[src/rtl/cnn_acc_ci_tm.sv]
// rtl/cnn_acc_ci_tm.sv - time-multiplexed input-channel accumulator with valid/ready output
//
// Ports:
//   clk, reset_n        clock, asynchronous active-low reset
//   i_soft_reset        synchronous clear of all state, highest priority
//   i_num_pass          passes per group minus 1, sampled on a group's first beat
//   i_in_valid/o_in_ready/i_in_lane_acc
//                       input beat handshake; lane k at [k*AK_BW +: AK_BW]
//   i_bias              (CNN_ACC_CI_BIAS_EN only) signed bias added once per group
//   o_ot_valid/i_ot_ready/o_ot_ci_acc
//                       result handshake; result held until i_ot_ready is seen
//   o_busy              group in progress or result pending
//
// Build option: define CNN_ACC_CI_BIAS_EN to add i_bias.
// Note: o_in_ready is combinational from i_ot_ready.

module cnn_acc_ci_tm #(
    parameter int LANES  = 4,
    parameter int AK_BW  = 20,
    parameter int PASS_W = 4,
    parameter int ACC_BW = 26
) (
    input  logic                   clk,
    input  logic                   reset_n,
    input  logic                   i_soft_reset,
    input  logic [PASS_W-1:0]      i_num_pass,
    input  logic                   i_in_valid,
    output logic                   o_in_ready,
    input  logic [LANES*AK_BW-1:0] i_in_lane_acc,
`ifdef CNN_ACC_CI_BIAS_EN
    input  logic [ACC_BW-1:0]      i_bias,
`endif
    output logic                   o_ot_valid,
    input  logic                   i_ot_ready,
    output logic [ACC_BW-1:0]      o_ot_ci_acc,
    output logic                   o_busy
);

    logic              stall;
    logic              accept;
    logic              beat_first;
    logic              beat_last;
    logic [PASS_W-1:0] in_cnt;
    logic [PASS_W-1:0] r_num_pass;
    logic [PASS_W-1:0] num_eff;
    logic [ACC_BW-1:0] lane_sum;
    logic [ACC_BW-1:0] s1_sum;
    logic              s1_valid;
    logic              s1_first;
    logic              s1_last;
    logic [ACC_BW-1:0] acc;
    logic [ACC_BW-1:0] acc_next;
    logic              s2_en;
`ifdef CNN_ACC_CI_BIAS_EN
    logic [ACC_BW-1:0] s1_bias;
`endif

    // Whole pipeline freezes while a result waits for the downstream stage.
    assign stall      = o_ot_valid & ~i_ot_ready;
    assign o_in_ready = ~stall;
    assign accept     = i_in_valid & ~stall;
    assign s2_en      = s1_valid & ~stall;

    // On a first beat the pass count being latched this cycle decides "last",
    // so a single-pass group is tagged first and last on the same beat.
    assign beat_first = (in_cnt == '0);
    assign num_eff    = beat_first ? i_num_pass : r_num_pass;
    assign beat_last  = (in_cnt == num_eff);

    assign o_busy = (in_cnt != '0) | s1_valid | o_ot_valid;

    always_comb begin
        lane_sum = '0;
        for (int k = 0; k < LANES; k++) begin
            lane_sum = lane_sum + {{(ACC_BW-AK_BW){i_in_lane_acc[k*AK_BW+AK_BW-1]}},
                                   i_in_lane_acc[k*AK_BW +: AK_BW]};
        end
    end

    always_comb begin
        acc_next = acc + s1_sum;
        if (s1_first) begin
`ifdef CNN_ACC_CI_BIAS_EN
            acc_next = s1_sum + s1_bias;
`else
            acc_next = s1_sum;
`endif
        end
    end

    // Input beat counter and per-group pass count.
    always_ff @(posedge clk or negedge reset_n) begin
        if (!reset_n) begin
            in_cnt     <= '0;
            r_num_pass <= '0;
        end else if (i_soft_reset) begin
            in_cnt     <= '0;
            r_num_pass <= '0;
        end else if (accept) begin
            if (beat_first)
                r_num_pass <= i_num_pass;
            in_cnt <= beat_last ? '0 : in_cnt + 1'b1;
        end
    end

    // Stage 1: lane adder register, held during stall.
    always_ff @(posedge clk or negedge reset_n) begin
        if (!reset_n) begin
            s1_valid <= 1'b0;
            s1_first <= 1'b0;
            s1_last  <= 1'b0;
            s1_sum   <= '0;
`ifdef CNN_ACC_CI_BIAS_EN
            s1_bias  <= '0;
`endif
        end else if (i_soft_reset) begin
            s1_valid <= 1'b0;
            s1_first <= 1'b0;
            s1_last  <= 1'b0;
            s1_sum   <= '0;
`ifdef CNN_ACC_CI_BIAS_EN
            s1_bias  <= '0;
`endif
        end else if (!stall) begin
            s1_valid <= accept;
            if (accept) begin
                s1_first <= beat_first;
                s1_last  <= beat_last;
                s1_sum   <= lane_sum;
`ifdef CNN_ACC_CI_BIAS_EN
                s1_bias  <= i_bias;
`endif
            end
        end
    end

    // Stage 2: accumulator and output register. When not stalled, either the
    // output was empty or it is being handed off this cycle, so it reloads
    // from a new last beat or drops valid.
    always_ff @(posedge clk or negedge reset_n) begin
        if (!reset_n) begin
            acc         <= '0;
            o_ot_valid  <= 1'b0;
            o_ot_ci_acc <= '0;
        end else if (i_soft_reset) begin
            acc         <= '0;
            o_ot_valid  <= 1'b0;
            o_ot_ci_acc <= '0;
        end else if (!stall) begin
            if (s2_en)
                acc <= acc_next;
            o_ot_valid <= s2_en & s1_last;
            if (s2_en && s1_last)
                o_ot_ci_acc <= acc_next;
        end
    end

endmodule
[config.mk]
export PLATFORM = sky130hd
export DESIGN_NAME = cnn_acc_ci_tm
export DESIGN_NICKNAME = d
export VERILOG_FILES = /design/src/rtl/cnn_acc_ci_tm.sv
export SDC_FILE = /design/constraint.sdc
export NUM_CORES = 1
export LEC_CHECK = 0
export BUFFER_PORTS_ARGS = -buffer_cell sky130_fd_sc_hd__buf_2
export CORE_MARGIN = 1.5
export CORE_UTILIZATION = 53
export CTS_BUF_LIST = sky130_fd_sc_hd__clkbuf_16
export CTS_CLUSTER_SIZE = 40
export DETAILED_ROUTE_END_ITERATION = 8
export PLACE_DENSITY = 0.89
export SKIP_LAST_GASP = 1
export SLEW_MARGIN = 30
export SYNTH_ARGS = -nofsm -noshare
export SYNTH_HDL_FRONTEND = slang
export SYNTH_SLANG_ARGS = --single-unit
[constraint.sdc]
create_clock -name clk -period 2.3 [get_ports clk]
set_input_delay 0.46 -clock clk [delete_from_list [all_inputs] [get_ports clk]]
set_output_delay 0.46 -clock clk [all_outputs]
set_load 0.005 [all_outputs]
======== Word level (Yosys, flattened, before mapping) ========
Cells that the tools add are included.
W data, S select, Z words.
word-level totals
  input bits .............................. 89
  word-level logic and storage cells ...... 59
  bits in latches ......................... 0
  register bits after elaboration ......... 90
  output and inout port bits .............. 29
  bits in writable memories ............... 0
  ROM bits ................................ 0
  memories ................................ 0
cells by class
  div/mod/pow operators ................... 0
  multipliers ............................. 0
  $add $sub $neg .......................... 5
  muxes and demuxes ....................... 26
  shift-type cells ........................ 0
  $lt $le $gt $ge ......................... 0
  reduce and logical (&&, ||, !) cells .... 9
  equality and inequality tests ........... 2
  bitwise operators ....................... 8
operator list
  cell                   number
  $mux W26               10
  $add A26 B26 Y26       1
  $mux W4                6
  $add A22 B20 Y23       1
  $add A21 B20 Y22       1
  $add A20 B20 Y21       1
  $mux W1                10
  $reduce_and A2 Y1      3
  $reduce_bool A2 Y1     3
  $add A4 B1 Y4 const B  1
  $and A1 B1 Y1          4
  $eq A4 B4 Y1           1
  $logic_not A4 Y1       1
  $reduce_bool A4 Y1     1
  $ne A2 B2 Y1 const B   1
  $not A1 Y1             2
  $or A1 B1 Y1           2
  $logic_and A1 B1 Y1    1

======== Depth between registers and ports, before layout ========
Gate-level depths: netlist of run 1.
  depth after elaboration ................. 8
  gate-level depth with buffers ........... 15

======== Least setup slack after synthesis of run 1 ========
No wires, ideal clock.
  path kind ............................... input to register
  from .................................... in i_in_lane_acc[1]
  to ...................................... reg s1_sum[21]
  required time ........................... 2171 ps
  setup slack ............................. -1161 ps
  setup time .............................. 129 ps
  stages .................................. 15
  arrival ................................. 3332 ps
  path through ............................ inv_1 > fa_1 > fa_1 > inv_1 > ha_1 > inv_1 > fa_1 > nand2b_1 > a21oi_1 > o2111ai_1 > a21oi_1 > o21ai_1 > o21ai_1 > xnor2_1 > o21ai_1
between the ends
  longest elaborated chain between the ends .. 6
ends and longest elaborated chain
  item                  line  RTL
  start, declared       29    input logic [LANES*AK_BW-1:0] i_in_lane_acc,
  $add A20 B20 Y21      75    lane_sum = lane_sum + {{(ACC_BW-AK_BW){i_in_lane_acc[k*AK_BW+AK_BW-1]}},
  $add A21 B20 Y22      75
  $add A22 B20 Y23      75
  $mux W26              126   if (accept) begin
  $mux W26              124   end else if (!stall) begin
  $mux W26              116   end else if (i_soft_reset) begin
  end signal, assigned  129   s1_sum <= lane_sum;
  end, declared         47    logic [ACC_BW-1:0] s1_sum;
No other way between the ends. The select of a mux whose other input is x is not followed.
A chain may end at the register's enable or synchronous reset.

======== Worst setup path after layout of run 1 ========
  from .................................... in i_in_lane_acc[2]
  to ...................................... reg s1_sum[24]
Same word-level chain as after synthesis.

==> results.ini, run 1 <==
[sta]
tightest_slew_ns=0.654
drv_slew=0
grt_setup_unrepaired=yes
tns_ns=-19.89
fin_crit_sh=1.39
hold_viol=0
hold_ws_ns=0.0249
max_freq_ghz=0.312
finClkSkew_ns=0.0105
period_needed_ns=3.20
maxSlewHeadroom=0.563
setup_viol=53
fin_ws_ns=-0.903

[die]
io_pins=118
die_x_um=123
start_util=0.544
die_area_um2=15000
rows=43
dieHeight_um=123
core_area_um2=13900

[logic_synthesis]
synth-edff-count=0
ys_async_sr_fraction=1.00
ys_types=80
synth_warnings=0
synth_ff_type=dfrtp_1
synth_area_um2=7580
syn_inst=869
syn-num-nets=1049
ys_seq_area_frac=0.287
synth.avg_cell_area_um2=8.73
ys_seq_elements=87

[setup_path]
path_class=primary input to register
crit_path_end_kind=register
critPathRequiredTime_ns=2.59
worstSetupStartpointType=primary input
worst_ep_arrival_time_ns=3.49
crit_fanout=3

[finish]
drive_above_1_share=0.421
final_common_cell=buf_4
layout_common_cells=buf_4, inv_1, buf_2, dfrtp_1, nor2_1
register_area_um2=2180
fillCellCount=737
nets=1312
areaGrowthSynthToFinish_pct=42.7
final_cell_area_um2=10800
multi_input_area_um2=5650
diodes=0

[cts]
cts_tree=yes
holdBufCountCts=0
htreeDepth=3
clock_latency_ns=0.35
clock-sinks=87
clockRootBuffer=clkbuf_16
clock_path_buffers=2
clk_pin_slew_ns=0.07
cts_inserted_buffers=9

[grt]
track_usage=0.320
grt_overflow=0
antenna_found_initial=0
grt_pass1_vias=7803
grt_max_degree=42
grt_pass1_wl_mm=37.7

[drt]
routed_via_density=6.29
first_iter_violations=1094
wl_per_cell_um=21.4
vias=8284
drc=0
antenna_left=0
dr.pass1.iters=8
drt-total-wl_mm=28.2

[placement]
dp_slack_ns=-1.23
io_buffers=117
placed_cell_area_um2=9350
routabilityCongestion=0.908
dp_hpwl_mm=15.3

[power]
power.density_nw_per_um2=798
leakage_nw=5.38
ir_drop_mv=0.438

[outcome]
status=complete, but fails checks
violations=setup timing

[flow_run]
maxCapViolCount=0

[hold_path]
hp-class=primary input to async pin

## logic make-up (layout without fill, tap and decap cells)
group                      after synthesis  after routing  share of synthesized area
buffers and inverters                  166            433                     0.0949
xor gates and xnor gates                34             34                     0.0393
adders and majority gates               91             91                      0.192
and+or+nand+nor                        244            244                      0.152
muxes                                   17             17                     0.0231
AOI/OAI and AO/OA                      230            230                      0.212
DFF                                     87             87                      0.287
## through the flow
step | total power, mW | std cells | util
6_report | 8.64 | 1316 | 0.777
5_1_grt | 9.01 | 1316 | 0.777
4_1_cts | 7.59 | 1312 | 0.740
3_5_place_dp | 5.83 | 1264 | 0.671
3_3_place_gp | 5.66 | 1264 | 0.671
2_1_floorplan | 4.38 | 869 | -
## flip-flops by register name, summed over array words and instances, names as in the netlist
register     cells
acc             26
in_cnt           4
o_ot_ci_acc     26
o_ot_valid       1
r_num_pass       4
s1_first         1
s1_last          1
s1_sum          23
s1_valid         1
## synth_stat cells (3+ instances only)
cell	instances	area [um^2]
nand2_2	4	25.0
xor2_1	18	158
and2_1	5	31.3
inv_1	133	499
or3_1	6	37.5
nand3_1	10	50.1
or2_2	3	18.8
o21bai_1	5	37.5
nand2_1	72	270
nand3b_1	4	30.0
and3_1	5	31.3
dfrtp_1	87	2180
o21a_1	5	37.5
a311oi_1	5	43.8
ha_1	49	613
mux2i_1	13	130
mux2_2	4	45.0
nand2b_1	14	87.6
o21ai_1	10	50.1
nor2b_1	8	50.1
o31ai_1	15	113
a21o_1	15	113
o21ai_0	42	210
a211oi_1	25	188
a31oi_1	7	43.8
a22o_1	12	105
clkbuf_8	5	68.8
buf_6	4	45.0
xnor2_1	16	140
fa_1	42	841
o211ai_1	4	30.0
nor3_1	14	70.1
a21oi_1	49	245
nor2_1	83	312
o22ai_1	3	18.8
clkbuf_1	17	63.8
## path summary, 6_finish.rpt
path                       slack [ns]  depth (start not counted)                     endpoint                        from
max reg2reg                     -0.45                         11  o_ot_ci_acc[16]$_DFFE_PN0P_          acc[1]$_DFFE_PN0P_
min in group clk                 0.35                          2    r_num_pass[0]$_DFFE_PN0P_               i_num_pass[0]
max                             -0.90                         14       s1_sum[24]$_DFFE_PN0P_            i_in_lane_acc[2]
min reg2reg                      0.48                          2   o_ot_ci_acc[8]$_DFFE_PN0P_  o_ot_ci_acc[8]$_DFFE_PN0P_
min                              0.02                          1       o_ot_valid$_DFFE_PN0P_                     reset_n
max in group asynchronous        1.65                          2          acc[10]$_DFFE_PN0P_                     reset_n
## worst max-delay path: stages
cell       delay, ns
buf_2           0.11
inv_1           0.08
fa_1            0.43
fa_1            0.55
inv_2           0.07
ha_4            0.23
a211oi_4        0.29
o211ai_1        0.15
nand2_2         0.14
o21ai_4         0.08
a31oi_4         0.22
o21ai_2         0.12
a2111oi_2       0.37
a221o_1         0.18
## layout make-up
cell class                      count  share of cell area
Tap cell                          180              0.0208
Timing Repair Buffer              285               0.185
Clock inverter                      6             0.00277
Multi-Input combinational cell    616               0.522
Clock buffer                        9              0.0208
Inverter                          133              0.0477
Sequential cell                    87               0.201
## layer usage
metal	global-route usage	up-vias	share of wire
li1	-	3496	-
met1	0.394	3926	0.35
met2	0.558	669	0.48
met3	0.0553	193	0.10
met4	0.126	0	0.066
met5	0	-	0
## repair_timing
item	4_1_cts	5_1_grt
setup buffers	35	19
gates resized for setup	82	113
endpoints found under the hold margin	0	0
setup endpoints to repair	57	62
pin swaps	87	76
## report_power, final
part | switching (mW) | leakage [nW] | total (mW) | internal [mW]
clock network | 0.611 | 0.121 | 1.32 | 0.711
logic | 2.89 | 4.08 | 5.39 | 2.50
registers | 0.216 | 1.18 | 1.93 | 1.71
Power figures use the tool's default switching activity.
==> run 2, diff against run 1 <==
--- a/config.mk
+++ b/config.mk
@@ -5,6 +5,7 @@
 export SDC_FILE = /design/constraint.sdc
 export NUM_CORES = 1
 export LEC_CHECK = 0
+export ABC_AREA = 1
 export BUFFER_PORTS_ARGS = -buffer_cell sky130_fd_sc_hd__buf_2
 export CORE_MARGIN = 1.5
 export CORE_UTILIZATION = 53
==> run 2 against run 1 <==
Net effect:
- cell area up 2.0%
- utilization is 4.5 points lower
- register-to-register slack better by 0.58 ns
- global-route usage fell by 2.1 points
- non-clock buffer count fell by 62
- largest cell class unchanged
- highest routed layer unchanged
- the flow still finishes with violations (setup timing)
- sequential share of layout area is 0.40 points lower
- die area up 7.2%
- area after synthesis is 7.4% higher
- worst setup slack better by 0.034 ns
- count of clock-buffer cells in the layout stayed put
- clock power rose by 23%
- hold slack is essentially flat
==> results.ini, run 2 <==
[cts]
clock_path_buffers=2  ; unchanged
holdBufCountCts=0  ; unchanged
clock_latency_ns=0.35  ; about the same
cts_tree=yes
clock-sinks=87  ; unchanged
clk_pin_slew_ns=0.08  ; about the same
cts_inserted_buffers=9  ; unchanged
htreeDepth=3  ; unchanged
clockRootBuffer=clkbuf_16

[logic_synthesis]
synth_warnings=0  ; unchanged
yosysMostFrequentCell=nand2_1
netlist_top_cells_count=nand2_1, inv_1, nand3_1, dfrtp_1, nor2_1
ys_seq_elements=87  ; unchanged
syn-num-nets=1372  ; +31%
yosysTopAreaCellShare=0.267  ; -0.0198
ys_seq_area_frac=0.267  ; -0.0198
synth_area_um2=8150  ; +7.4%
ys_async_sr_fraction=1.00  ; unchanged
yosysTopAreaCell=dfrtp_1
syn_inst=1192  ; +37%
synth.area.top_cells=dfrtp_1, nand2_1, inv_1, fa_1, ha_1
synth.avg_cell_area_um2=6.83  ; -22%
synth-edff-count=0  ; unchanged
synth_ff_type=dfrtp_1
ys_types=42  ; -48%

[drt]
vias=8920  ; +7.7%
drt-total-wl_mm=26.8  ; -5.1%
wl_per_cell_um=16.8  ; -22%
antenna_left=0  ; unchanged
drc=0  ; unchanged
dr.pass1.iters=6  ; -2
first_iter_violations=780  ; -29%
routed_via_density=5.58  ; -11%

[power]
pwr-share-seq=0.211  ; -0.012
clock_power_share=0.158  ; +0.005
power.density_nw_per_um2=933  ; +17%
leakage_nw=6.07  ; +13%
ir_drop_mv=0.495  ; +13%
switching_share=0.452  ; +0.0216
power_frac_comb=0.631  ; +0.007
switching_power_mw=4.66  ; +25%
p_int_mw=5.64  ; +15%

[setup_path]
worstSetupStartpointType=primary input
path_common_cell=nand2_1
max_stage_delay_ns=0.57  ; +0.02 ns
worst_ep_arrival_time_ns=3.40  ; -0.09 ns
critPathBufInv=5  ; +2
cp_top_family=adder cells
critPathRequiredTime_ns=2.53  ; -0.06 ns
path_class=primary input to register
crit_chain=buf_6, inv_2, fa_1, fa_1, inv_2, ha_4, inv_4, fa_2, inv_2, nand3_4, nor2_4, nor2_4, o21ai_4, nand2_1, nand2_1, nand2_1, nand3_1, nand2_1
crit_fanout=4  ; +1
crit_path_end_kind=register
cp_slowest_cell=fa_1

[flow_run]
maxCapViolCount=0  ; unchanged

[finish]
nets=1585  ; +21%
final_common_cell=nand2_1
layout_top_registers=acc: 26 flops, o_ot_ci_acc: 26 flops, s1_sum: 23 flops
final_util=0.732  ; -0.0453
areaGrowthSynthToFinish_pct=35.5
multi_input_area_um2=5800  ; +2.7%
fillCellCount=1075  ; +46%
diodes=0  ; unchanged
register_area_um2=2180  ; about the same
layout_common_cells=nand2_1, inv_1, buf_2, buf_4, dfrtp_1
drive_above_1_share=0.319  ; -0.102

[die]
die_x_um=127  ; +3.5%
start_util=0.540  ; -0.00451
dieHeight_um=127  ; +3.5%
core_area_um2=15100  ; +8.3%
die_area_um2=16100  ; +7.2%
rows=45  ; +4.7%
io_pins=118  ; unchanged

[sta]
finClkSkew_ns=0.0148  ; +0.00429 ns
tns_ns=-11.48  ; +8.41 ns
maxSlewHeadroom=0.581  ; +0.0188
setup_viol=21  ; -60%
fin_crit_sh=1.38  ; -0.0149
fin_ws_ns=-0.868  ; +0.0344 ns
max_freq_ghz=0.316  ; +1.1%
hold_viol=0  ; unchanged
drv_slew=0  ; unchanged
grt_setup_unrepaired=yes
tightest_slew_ns=0.624  ; -0.0296 ns
period_needed_ns=3.17  ; -0.0344 ns

[hold_path]
hp-class=primary input to async pin

[grt]
grt_pass1_vias=8370  ; +7.3%
grt_pass1_wl_mm=38.4  ; +1.9%
track_usage=0.299  ; -0.0211
antenna_found_initial=0  ; unchanged
grt_overflow=0  ; unchanged
grt_max_degree=41  ; -2.4%

[placement]
routabilityCongestion=0.959  ; +5.6%
dp_hpwl_mm=17.9  ; +18%
io_buffers=117  ; unchanged

[outcome]
violations=setup timing
status=complete, but fails checks

run 2: changes by cell type after synthesis, sizes merged, moves of 12 or more:
| cell | previous run | this run |
|---|---|---|
| o31ai | 17 | 1 |
| a211oi | 27 | 0 |
| nand3 | 12 | 98 |
| a21o | 17 | 5 |
| xnor2 | 16 | 4 |
| mux2i | 13 | 0 |
| nand2b | 14 | 0 |
| inv | 133 | 248 |
| nand2 | 76 | 362 |
| clkbuf | 24 | 6 |
run 2: worst reg2reg max path: cells and delay by family (launching register included):
| family | cells | cell delay (ns) |
|---|---|---|
| AO/OA/AOI/OAI | 1 | 0.19 |
| flip-flops | 1 | 0.39 |
| AND/OR/NAND/NOR | 8 | 0.77 |
| buffers and inverters | 2 | 0.14 |
| adder cells (fa/ha/maj) | 2 | 0.57 |
run 2: cells by family after synthesis:
group / count (synthesis) / share of synthesized area
simple gates: 585 / 0.313
flops: 87 / 0.267
fa+ha+maj: 91 / 0.178
buf+inv: 270 / 0.127
xor+xnor: 16 / 0.0172
compound gates: 143 / 0.0975
run 2: area by class of cell:
type	count	share of cell area
multi-input cells	835	0.526
clock buffers	9	0.0204
flip-flops and latches	87	0.197
inverters	249	0.0869
clock inverters	7	0.00918
repair buffers	223	0.139
well taps	188	0.0213
run 2: stage by stage:
step,area (um^2),setup WS (ns),power (mW),hold WS [ns],std cells
3_5_place_dp,9770,-0.961,7.03,0.409,1547
5_1_grt,11000,-1.01,10.9,0.0534,1598
3_3_place_gp,9770,-0.876,6.92,0.406,1547
4_1_cts,10600,-0.459,9.29,0.0321,1576
6_report,11000,-0.868,10.3,0.0245,1598
2_1_floorplan,8480,-0.648,5.38,0.164,1192
run 2: final timing paths:
kind / startpoint / end / slack [ns] / cells past startpoint
worst max-delay path: i_in_lane_acc[1] / s1_sum[17]$_DFFE_PN0P_ / -0.87 / 18
worst min-delay path: reset_n / o_ot_ci_acc[25]$_DFFE_PN0P_ / 0.02 / 1
worst max register to register: acc[0]$_DFFE_PN0P_ / o_ot_ci_acc[14]$_DFFE_PN0P_ / 0.13 / 13
worst min register to register: o_ot_ci_acc[18]$_DFFE_PN0P_ / o_ot_ci_acc[18]$_DFFE_PN0P_ / 0.48 / 2
max in group asynchronous: reset_n / s1_sum[18]$_DFFE_PN0P_ / 1.63 / 2
min in group clk: i_ot_ready / s1_valid$_DFFE_PN0P_ / 0.43 / 4
run 2: routing by layer:
layer | vias to the layer above | routed length [um] | track usage
met1 | 4145 | 9840 | 0.357
met2 | 479 | 13000 | 0.521
met5 | - | 0 | 0
li1 | 4137 | - | -
met3 | 159 | 2050 | 0.0373
met4 | 0 | 1850 | 0.177
run 2: power groups by stage:
stage	registers (mW)	logic [mW]	clock network, mW
final	2.17	6.50	1.63
after CTS	2.16	5.50	1.63
after floorplan	2.13	3.25	0
after global placement	2.16	4.75	0
after detailed placement	2.18	4.86	0
after global routing	2.20	7.00	1.69
run 2: timing repair:
item | 4_1_cts | 5_1_grt
pin swaps | 85 | 61
endpoints found under the setup margin | 21 | 27
gates resized for setup | 119 | 86
endpoints found under the hold margin | 0 | 0
buffers inserted | 14 | 26
